==> config.mk <==
export PLATFORM = sky130hd
export DESIGN_NAME = access_requester
export DESIGN_NICKNAME = d
export VERILOG_FILES = /design/src/rtl/access_requester.sv
export SDC_FILE = /design/constraint.sdc
export NUM_CORES = 1
export LEC_CHECK = 0
export ABC_AREA = 1
export CORE_ASPECT_RATIO = 0.5
export CORE_UTILIZATION = 40
export DETAILED_ROUTE_END_ITERATION = 8
export GPL_TIMING_DRIVEN = 0
export PLACE_DENSITY_LB_ADDON = 0.15
export SYNTH_ARGS = -nofsm -noshare
export SYNTH_HDL_FRONTEND = slang
export SYNTH_SLANG_ARGS = --single-unit
==> constraint.sdc <==
create_clock -name clk -period 2.1 [get_ports clk]
set_clock_uncertainty 0.15 [all_clocks]
set_input_delay 0.42 -clock clk [delete_from_list [all_inputs] [get_ports clk]]
set_output_delay 0.42 -clock clk [all_outputs]
set_load 0.05 [all_outputs]
==> src/rtl/access_requester.sv <==
// -----------------------------------------------------------------------------
// access_requester
//   Initiator side of the request/confirm password-access handshake. Captures a
//   password and data nibble on an accepted start, presents them to the access
//   FSM with request/confirm, then waits for evenEnable/oddEnable. A reply is
//   graded against the parity of the captured data (d[0]). A silent WAIT window
//   is retried after a one-cycle request-low gap.
//
// Ports
//   clk, rst_n            clock, asynchronous active-low reset
//   start                 one-cycle command strobe, taken only in IDLE
//   pw_in, data_in        password / data nibble captured at accept
//   busy, done            transaction in flight / one-cycle completion pulse
//   granted, parity_err,  outcome, valid with done and held until the next
//   timeout_err, attempts accepted start (attempts = attempts used - 1)
//   request, confirm,     handshake toward the access FSM
//   passedData, d
//   evenEnable, oddEnable replies from the access FSM
//   locked                only with ACCESS_REQ_LOCKOUT_EN defined
//
// Optional feature (macro ACCESS_REQ_LOCKOUT_EN): three consecutive failed
// transactions (parity or timeout) set locked and block start until reset.
// -----------------------------------------------------------------------------
module access_requester #(
  parameter int ARM_CYC   = 2,
  parameter int HOLD_CYC  = 3,
  parameter int TIMEOUT   = 8,
  parameter int MAX_RETRY = 2,
  parameter int CW        = 4
) (
  input  logic       clk,
  input  logic       rst_n,
  input  logic       start,
  input  logic [3:0] pw_in,
  input  logic [3:0] data_in,
  output logic       busy,
  output logic       done,
  output logic       granted,
  output logic       parity_err,
  output logic       timeout_err,
  output logic [1:0] attempts,
  output logic       request,
  output logic       confirm,
  output logic [3:0] passedData,
  output logic [3:0] d,
  input  logic       evenEnable,
  input  logic       oddEnable
`ifdef ACCESS_REQ_LOCKOUT_EN
  ,
  output logic       locked
`endif
);

  // state   | meaning
  // IDLE    | waiting for start
  // ARM     | request high, confirm low
  // PRESENT | request and confirm high, replies ignored
  // WAIT    | request and confirm high, replies graded
  // GAP     | one cycle with request low before a retry
  // DONE    | done pulse, outcome latched
  localparam logic [2:0] S_IDLE    = 3'd0;
  localparam logic [2:0] S_ARM     = 3'd1;
  localparam logic [2:0] S_PRESENT = 3'd2;
  localparam logic [2:0] S_WAIT    = 3'd3;
  localparam logic [2:0] S_GAP     = 3'd4;
  localparam logic [2:0] S_DONE    = 3'd5;

  logic [2:0]    state_q, state_d;
  logic [CW-1:0] cnt_q, cnt_d;
  logic [CW-1:0] retry_q, retry_d;
  logic [3:0]    pw_q, pw_d;
  logic [3:0]    dat_q, dat_d;
  logic          granted_q, granted_d;
  logic          perr_q, perr_d;
  logic          tmo_q, tmo_d;
  logic [1:0]    att_q, att_d;
  logic          request_q, request_d;
  logic          confirm_q, confirm_d;
  logic          busy_q, busy_d;
  logic          done_q, done_d;
  logic          lock_block;
  logic          en_expected, en_other;

  // The line matching the captured data parity is the expected reply.
  assign en_expected = dat_q[0] ? oddEnable  : evenEnable;
  assign en_other    = dat_q[0] ? evenEnable : oddEnable;

  always_comb begin
    state_d   = state_q;
    cnt_d     = cnt_q;
    retry_d   = retry_q;
    pw_d      = pw_q;
    dat_d     = dat_q;
    granted_d = granted_q;
    perr_d    = perr_q;
    tmo_d     = tmo_q;
    att_d     = att_q;
    case (state_q)
      S_IDLE: begin
        if (start && !lock_block) begin
          pw_d      = pw_in;
          dat_d     = data_in;
          retry_d   = '0;
          granted_d = 1'b0;
          perr_d    = 1'b0;
          tmo_d     = 1'b0;
          att_d     = 2'd0;
          cnt_d     = CW'(ARM_CYC - 1);
          state_d   = S_ARM;
        end
      end
      S_ARM: begin
        if (cnt_q == '0) begin
          cnt_d   = CW'(HOLD_CYC - 1);
          state_d = S_PRESENT;
        end else begin
          cnt_d = cnt_q - 1'b1;
        end
      end
      S_PRESENT: begin
        if (cnt_q == '0) begin
          cnt_d   = CW'(TIMEOUT - 1);
          state_d = S_WAIT;
        end else begin
          cnt_d = cnt_q - 1'b1;
        end
      end
      S_WAIT: begin
        // Any activity on the wrong line, including both high, is a parity error.
        if (en_other) begin
          perr_d  = 1'b1;
          state_d = S_DONE;
        end else if (en_expected) begin
          granted_d = 1'b1;
          state_d   = S_DONE;
        end else if (cnt_q == '0) begin
          if (retry_q < CW'(MAX_RETRY)) begin
            state_d = S_GAP;
          end else begin
            tmo_d   = 1'b1;
            state_d = S_DONE;
          end
        end else begin
          cnt_d = cnt_q - 1'b1;
        end
        if (state_d == S_DONE)
          att_d = (retry_q > CW'(3)) ? 2'd3 : retry_q[1:0];
      end
      S_GAP: begin
        retry_d = retry_q + 1'b1;
        cnt_d   = CW'(ARM_CYC - 1);
        state_d = S_ARM;
      end
      S_DONE:  state_d = S_IDLE;
      default: state_d = S_IDLE;
    endcase

    request_d = (state_d == S_ARM) || (state_d == S_PRESENT) || (state_d == S_WAIT);
    confirm_d = (state_d == S_PRESENT) || (state_d == S_WAIT);
    busy_d    = request_d || (state_d == S_GAP);
    done_d    = (state_d == S_DONE);
  end

  always_ff @(posedge clk or negedge rst_n) begin
    if (!rst_n) begin
      state_q   <= S_IDLE;
      cnt_q     <= '0;
      retry_q   <= '0;
      pw_q      <= 4'd0;
      dat_q     <= 4'd0;
      granted_q <= 1'b0;
      perr_q    <= 1'b0;
      tmo_q     <= 1'b0;
      att_q     <= 2'd0;
      request_q <= 1'b0;
      confirm_q <= 1'b0;
      busy_q    <= 1'b0;
      done_q    <= 1'b0;
    end else begin
      state_q   <= state_d;
      cnt_q     <= cnt_d;
      retry_q   <= retry_d;
      pw_q      <= pw_d;
      dat_q     <= dat_d;
      granted_q <= granted_d;
      perr_q    <= perr_d;
      tmo_q     <= tmo_d;
      att_q     <= att_d;
      request_q <= request_d;
      confirm_q <= confirm_d;
      busy_q    <= busy_d;
      done_q    <= done_d;
    end
  end

`ifdef ACCESS_REQ_LOCKOUT_EN
  logic [1:0] fail_cnt_q, fail_cnt_d;
  logic       locked_q, locked_d;

  always_comb begin
    fail_cnt_d = fail_cnt_q;
    locked_d   = locked_q;
    if (state_q == S_WAIT && state_d == S_DONE) begin
      if (granted_d) begin
        fail_cnt_d = 2'd0;
      end else begin
        if (fail_cnt_q != 2'd3) fail_cnt_d = fail_cnt_q + 2'd1;
        if (fail_cnt_q >= 2'd2) locked_d = 1'b1;
      end
    end
  end

  always_ff @(posedge clk or negedge rst_n) begin
    if (!rst_n) begin
      fail_cnt_q <= 2'd0;
      locked_q   <= 1'b0;
    end else begin
      fail_cnt_q <= fail_cnt_d;
      locked_q   <= locked_d;
    end
  end

  assign lock_block = locked_q;
  assign locked     = locked_q;
`else
  assign lock_block = 1'b0;
`endif

  assign busy        = busy_q;
  assign done        = done_q;
  assign granted     = granted_q;
  assign parity_err  = perr_q;
  assign timeout_err = tmo_q;
  assign attempts    = att_q;
  assign request     = request_q;
  assign confirm     = confirm_q;
  assign passedData  = pw_q;
  assign d           = dat_q;

endmodule
Word level (Yosys, flattened, before mapping)
Cells that the tools add are included. W data, S select, Z words.

Output and inout bits: 17. Register bits: 28. Word-level logic and storage cells: 87. Bits of input ports: 13.

Reduce and logical (&&, ||, !) cells: 16. Mux-type cells: 35. Equal/unequal tests: 19. Add/subtract/negate cells: 2. Magnitude comparators: 2.

Operators with widths (number): $mux W4 (7); $mux W3 (7); $pmux W4 S5 (1); $ne A2 B2 Y1 const B (9); $pmux W3 S5 (1); $eq A3 B2 Y1 const B (4); $eq A3 B3 Y1 const B (4); $mux W1 (11); $pmux W4 S2 (1); $eq A3 B1 Y1 const B (2); $mux W2 (3); $pmux W1 S2 (3); $reduce_and A3 Y1 (2); $reduce_and A6 Y1 (1); $reduce_and A5 Y1 (1); $reduce_bool A5 Y1 (1); $add A4 B1 Y4 const B (1); $gt A4 B2 Y1 const B (1); $logic_not A4 Y1 (1); $logic_or A1 B1 Y1 (4); $lt A4 B2 Y1 const B (1); $pmux W2 S2 (1); $reduce_and A2 Y1 (2); $reduce_and A4 Y1 (1); other kinds (3) (4).

Logic depth before layout (Yosys ltp)
Depth in word-level cells: 11. Gate-level depth with buffers: 11.

Worst setup path after synthesis
OpenSTA, ideal clock, no wires.

Path type: register to register. Start point: register cnt_q[0]. End point: register cnt_q[2]. Library setup time: 117 ps. Data arrival time: 1305 ps. Setup slack: 528 ps. Buffers on the path: 0. Data required time: 1833 ps. Cell stages (with the launch flop): 12. Cell sequence: dfrtp_1 > inv_1 > ha_1 > nand2_1 > nor2_1 > nand2_1 > nand2_1 > nor2_4 > nand2_4 > inv_1 > nand2_1 > nand2_1.

Longest elaborated chain between the ends: 5. Elaborated cells on any way between the ends: 10. Those cells by class: 1 x add/sub; 1 x eq/ne; 6 x mux; 2 x reduce/logical.

Ends and longest elaborated chain: start: declaration (RTL line 69) `logic [CW-1:0] cnt_q, cnt_d;`; start signal: assignment (RTL line 181) `cnt_q <= cnt_d;`; $sub A4 B1 Y4 (RTL line 117, 125, 144); $mux W4 (RTL line 136) `end else if (cnt_q == '0) begin`; $mux W4 (RTL line 133) `end else if (en_expected) begin`; $mux W4 (RTL line 130) `if (en_other) begin`; $pmux W4 S5 (RTL line 98) `case (state_q)`.

Parallel ways exist; a longest one is shown, timed or not. The select of a mux whose other input is x is not followed. A chain may end at the register's enable or synchronous reset.

Worst setup path in the final report
Start point: register att_q[1], in the netlist attempts[1]. End point: output port attempts[1].

RTL lines: start: declaration (RTL line 76) `logic [1:0] att_q, att_d;`; start signal: assignment (RTL line 188) `att_q <= att_d;`; end: declaration (RTL line 41) `output logic [1:0] attempts,`.

No word-level cell between the ends.

==> results.cfg <==
[status]
status = completed

[floorplan]
die_area_um2 = 3740
start_util_pct = 44.2
die_y_um = 43.7
die_width_um = 85.5
ios = 30
core_area_um2 = 3150
rows = 14

[logic_synthesis]
synthFlopType = sky130_fd_sc_hd__dfrtp_1
synth_nets = 197
synth.top_cells.by_area = sky130_fd_sc_hd__dfrtp_1 50%, sky130_fd_sc_hd__nand2_1 20%, sky130_fd_sc_hd__inv_1 5.9%
synth_top_cell_by_area = sky130_fd_sc_hd__dfrtp_1
syn-cell-area_um2 = 1390
proportion_of_register_bits_with_asynchronous_set_or_reset_after_synthesis_pct = 100
ys.warnings.count = 0
synth_commonest_cells = 74 x sky130_fd_sc_hd__nand2_1, 28 x sky130_fd_sc_hd__dfrtp_1, 22 x sky130_fd_sc_hd__inv_1
edff_count_synth = 0
synth.most_common_cell = sky130_fd_sc_hd__nand2_1
library_cells_used_by_synthesis = 20
synthesis.instances = 182
yosysTopAreaCellShare_pct = 50.3
synth_sequential_area_ratio_pct = 50.3
synth_seq_cells = 28
syn-mean-instance-area_um2 = 7.66

[worst_setup_path]
cp_top_family = buffers and inverters
timing.critical_path.from_type = register
worstPathBufferInverterCount = 1
cells_traversed_along_the_worst_timing_path = clkdlybuf4s50_1
worst-r2r-cell-count = 11
timing.reg2reg.setup_slack_ns = 0.23
crit_path_max_incr_delay_ns = 0.82
worst_setup_path_end_kind = output pin
category_of_the_critical_setup_timing_path = reg -> out
critical-path-slowest-cell = sky130_fd_sc_hd__clkdlybuf4s50_1
worst-path-max-fanout = 2
critical_path_depth = 1
critical_path_required_ns = 1.53
critical_path_arrival_ns = 1.45

[pwr]
cell_internal_pwr_w = 0.00143
cellLeakagePower_nw = 0.967
p_total_w = 0.00286
clock_group_share_of_total_power_pct = 11.3
power.switching_w = 0.00143
p_comb_share_pct = 58.8
power_density_nw_per_um2 = 1610
irDropWorstVdd_uv = 605
seqPwrFrac_pct = 29.9
power_switching_share_pct = 50.1

[timing]
maxSlewViolCount = 0
count_of_final_hold_check_violations = 0
worstMarginPinSlew_ns = 0.625
setup_violations = 0
setup_tns_ns = 0
grt_setup_unrepaired = no
timing.max_slew.rel_slack_pct = 58.4
post-route-period-util_pct = 96.0
period_minus_slack_ns = 2.02
max_freq_ghz = 0.496

[cts]
cts_made_buffers = 3
clock_transition_at_path_regs_ns = 0.09
postCtsResizedCells = 1
cts.sinks = 28
cts-root-buf = sky130_fd_sc_hd__clkbuf_8
number_of_hold_buffers_added_after_cts = 0
post-cts-setup-buffers = 0
clockBufferDepth = 2
cts_tree = done
htreeDepth = 1
worstSkewPairLatency_ns = 0.27

[finish]
layout.cell_area.non_filler_um2 = 1780
drive_gt1_share_pct = 6.98
area_delta_synth_final_pct = 27.9
final_cell_count_no_fill = 255
seqCellArea_um2 = 701
n_fill_cell = 288
multi_input_comb_area_um2 = 594
final_core_util_pct = 56.5
finalNetCount = 231
antenna_cells_inserted = 0

[route]
drt_first_iter_violations = 41
via_count = 1223
viasPerCell = 4.80
final_antenna_net_count = 0
postRouteWirelength_um = 2860
detail_route.first_pass.iterations = 4
wl_per_cell_um = 11.2
drcViolationCount = 0

[placement]
detailed_placement_wirelength_estimate_um = 2130
place_area_um2 = 1730
portBuffers = 29
dp.cells = 251
place_congestion = 0.837

[grt]
first_pass_grt_wire_length_um = 5180
number_of_antenna_violations_at_the_first_check_in_global_routing = 0
globalRoute.totalOverflow = 0
track_usage_pct = 18.1
first_global_vias = 1179
pin_count_of_the_biggest_net_entering_global_routing = 29

[hold_path]
hold_class = in -> async

[run]
maxCapViolCount = 0
## logic make-up after synthesis
kind of cell	count (synthesis)	synth area share [%]
and+or+nand+nor	108	33.3
DFF	28	50.3
buffers and inverters	26	7.09
AOI/OAI and AO/OA	16	6.28
xor gates and xnor gates	2	1.26
adders and majority gates	2	1.80
## routing by layer
metal	global-route usage, %	up-vias	part of all wire (%)	wire [um]
li1	-	633	-	-
met1	23.6	563	49	1410
met2	29.6	25	45	1280
met3	6.10	2	5.5	157
met4	4.67	0	0.38	11
met5	0	-	0	0
## sequential cells by signal, summed over array words and instances, names as in the netlist
signal,cells
busy,1
passedData,4
granted,1
request,1
state_q,3
retry_q,4
parity_err,1
timeout_err,1
attempts,2
confirm,1
d,4
cnt_q,4
done,1
## layout make-up
type / instances / area share [%]
multi-input combinational: 128 / 33.3
clock buffer: 4 / 3.09
tap: 40 / 2.81
timing repair buffer: 29 / 15.9
sequential: 28 / 39.3
inverter: 25 / 5.26
buffer: 1 / 0.281
## placed cells by master, fill, tap and decap left out
cell,netlist,layout
sky130_fd_sc_hd__nand2_1,74,74
sky130_fd_sc_hd__dfrtp_1,28,28
sky130_fd_sc_hd__clkdlybuf4s50_1,0,27
sky130_fd_sc_hd__inv_1,22,22
sky130_fd_sc_hd__nor2_1,12,12
sky130_fd_sc_hd__nand3_1,12,12
sky130_fd_sc_hd__o21ai_0,11,11
sky130_fd_sc_hd__nand4_1,4,4
sky130_fd_sc_hd__clkbuf_8,0,4
sky130_fd_sc_hd__inv_2,2,2
sky130_fd_sc_hd__nand2_2,2,2
sky130_fd_sc_hd__nor2_4,2,2
sky130_fd_sc_hd__buf_2,1,2
sky130_fd_sc_hd__a21oi_1,2,2
sky130_fd_sc_hd__xor2_1,2,2
sky130_fd_sc_hd__ha_1,2,2
sky130_fd_sc_hd__nand3_2,1,1
sky130_fd_sc_hd__a21oi_2,1,1
sky130_fd_sc_hd__nand2_4,1,1
sky130_fd_sc_hd__clkinv_1,1,1
sky130_fd_sc_hd__o31ai_1,1,1
sky130_fd_sc_hd__a31oi_1,1,1
sky130_fd_sc_hd__dlygate4sd2_1,0,1
## per-stage QoR
step	hold slack, ns	setup slack, ns
floorplan	-0.0256	0.528
global placement	0.308	-0.00739
detailed placement	0.317	-0.0453
CTS	0.336	0.0749
global route	0.0586	0.0255
finish	0.00653	0.0847
## path summary, 6_finish.rpt
kind,start,endpoint
setup reg to reg,cnt_q[0],cnt_q[2]
hold / removal,rst_n,retry_q[0]
hold reg to reg,timeout_err,timeout_err
min in group clk,timeout_err,timeout_err
max in group asynchronous,rst_n,passedData[0]
setup / recovery,attempts[1],attempts[1]
## power by group through the flow
stage	Combinational [W]	Sequential (W)	Clock, W
2_1_floorplan	0.000748	0.00132	0
3_3_place_gp	0.00165	0.000862	0
3_5_place_dp	0.00169	0.000869	0
4_1_cts	0.00169	0.000856	0.000338
5_1_grt	0.00188	0.000887	0.000358
6_report	0.00168	0.000855	0.000324
Power figures use the tool's default switching activity.
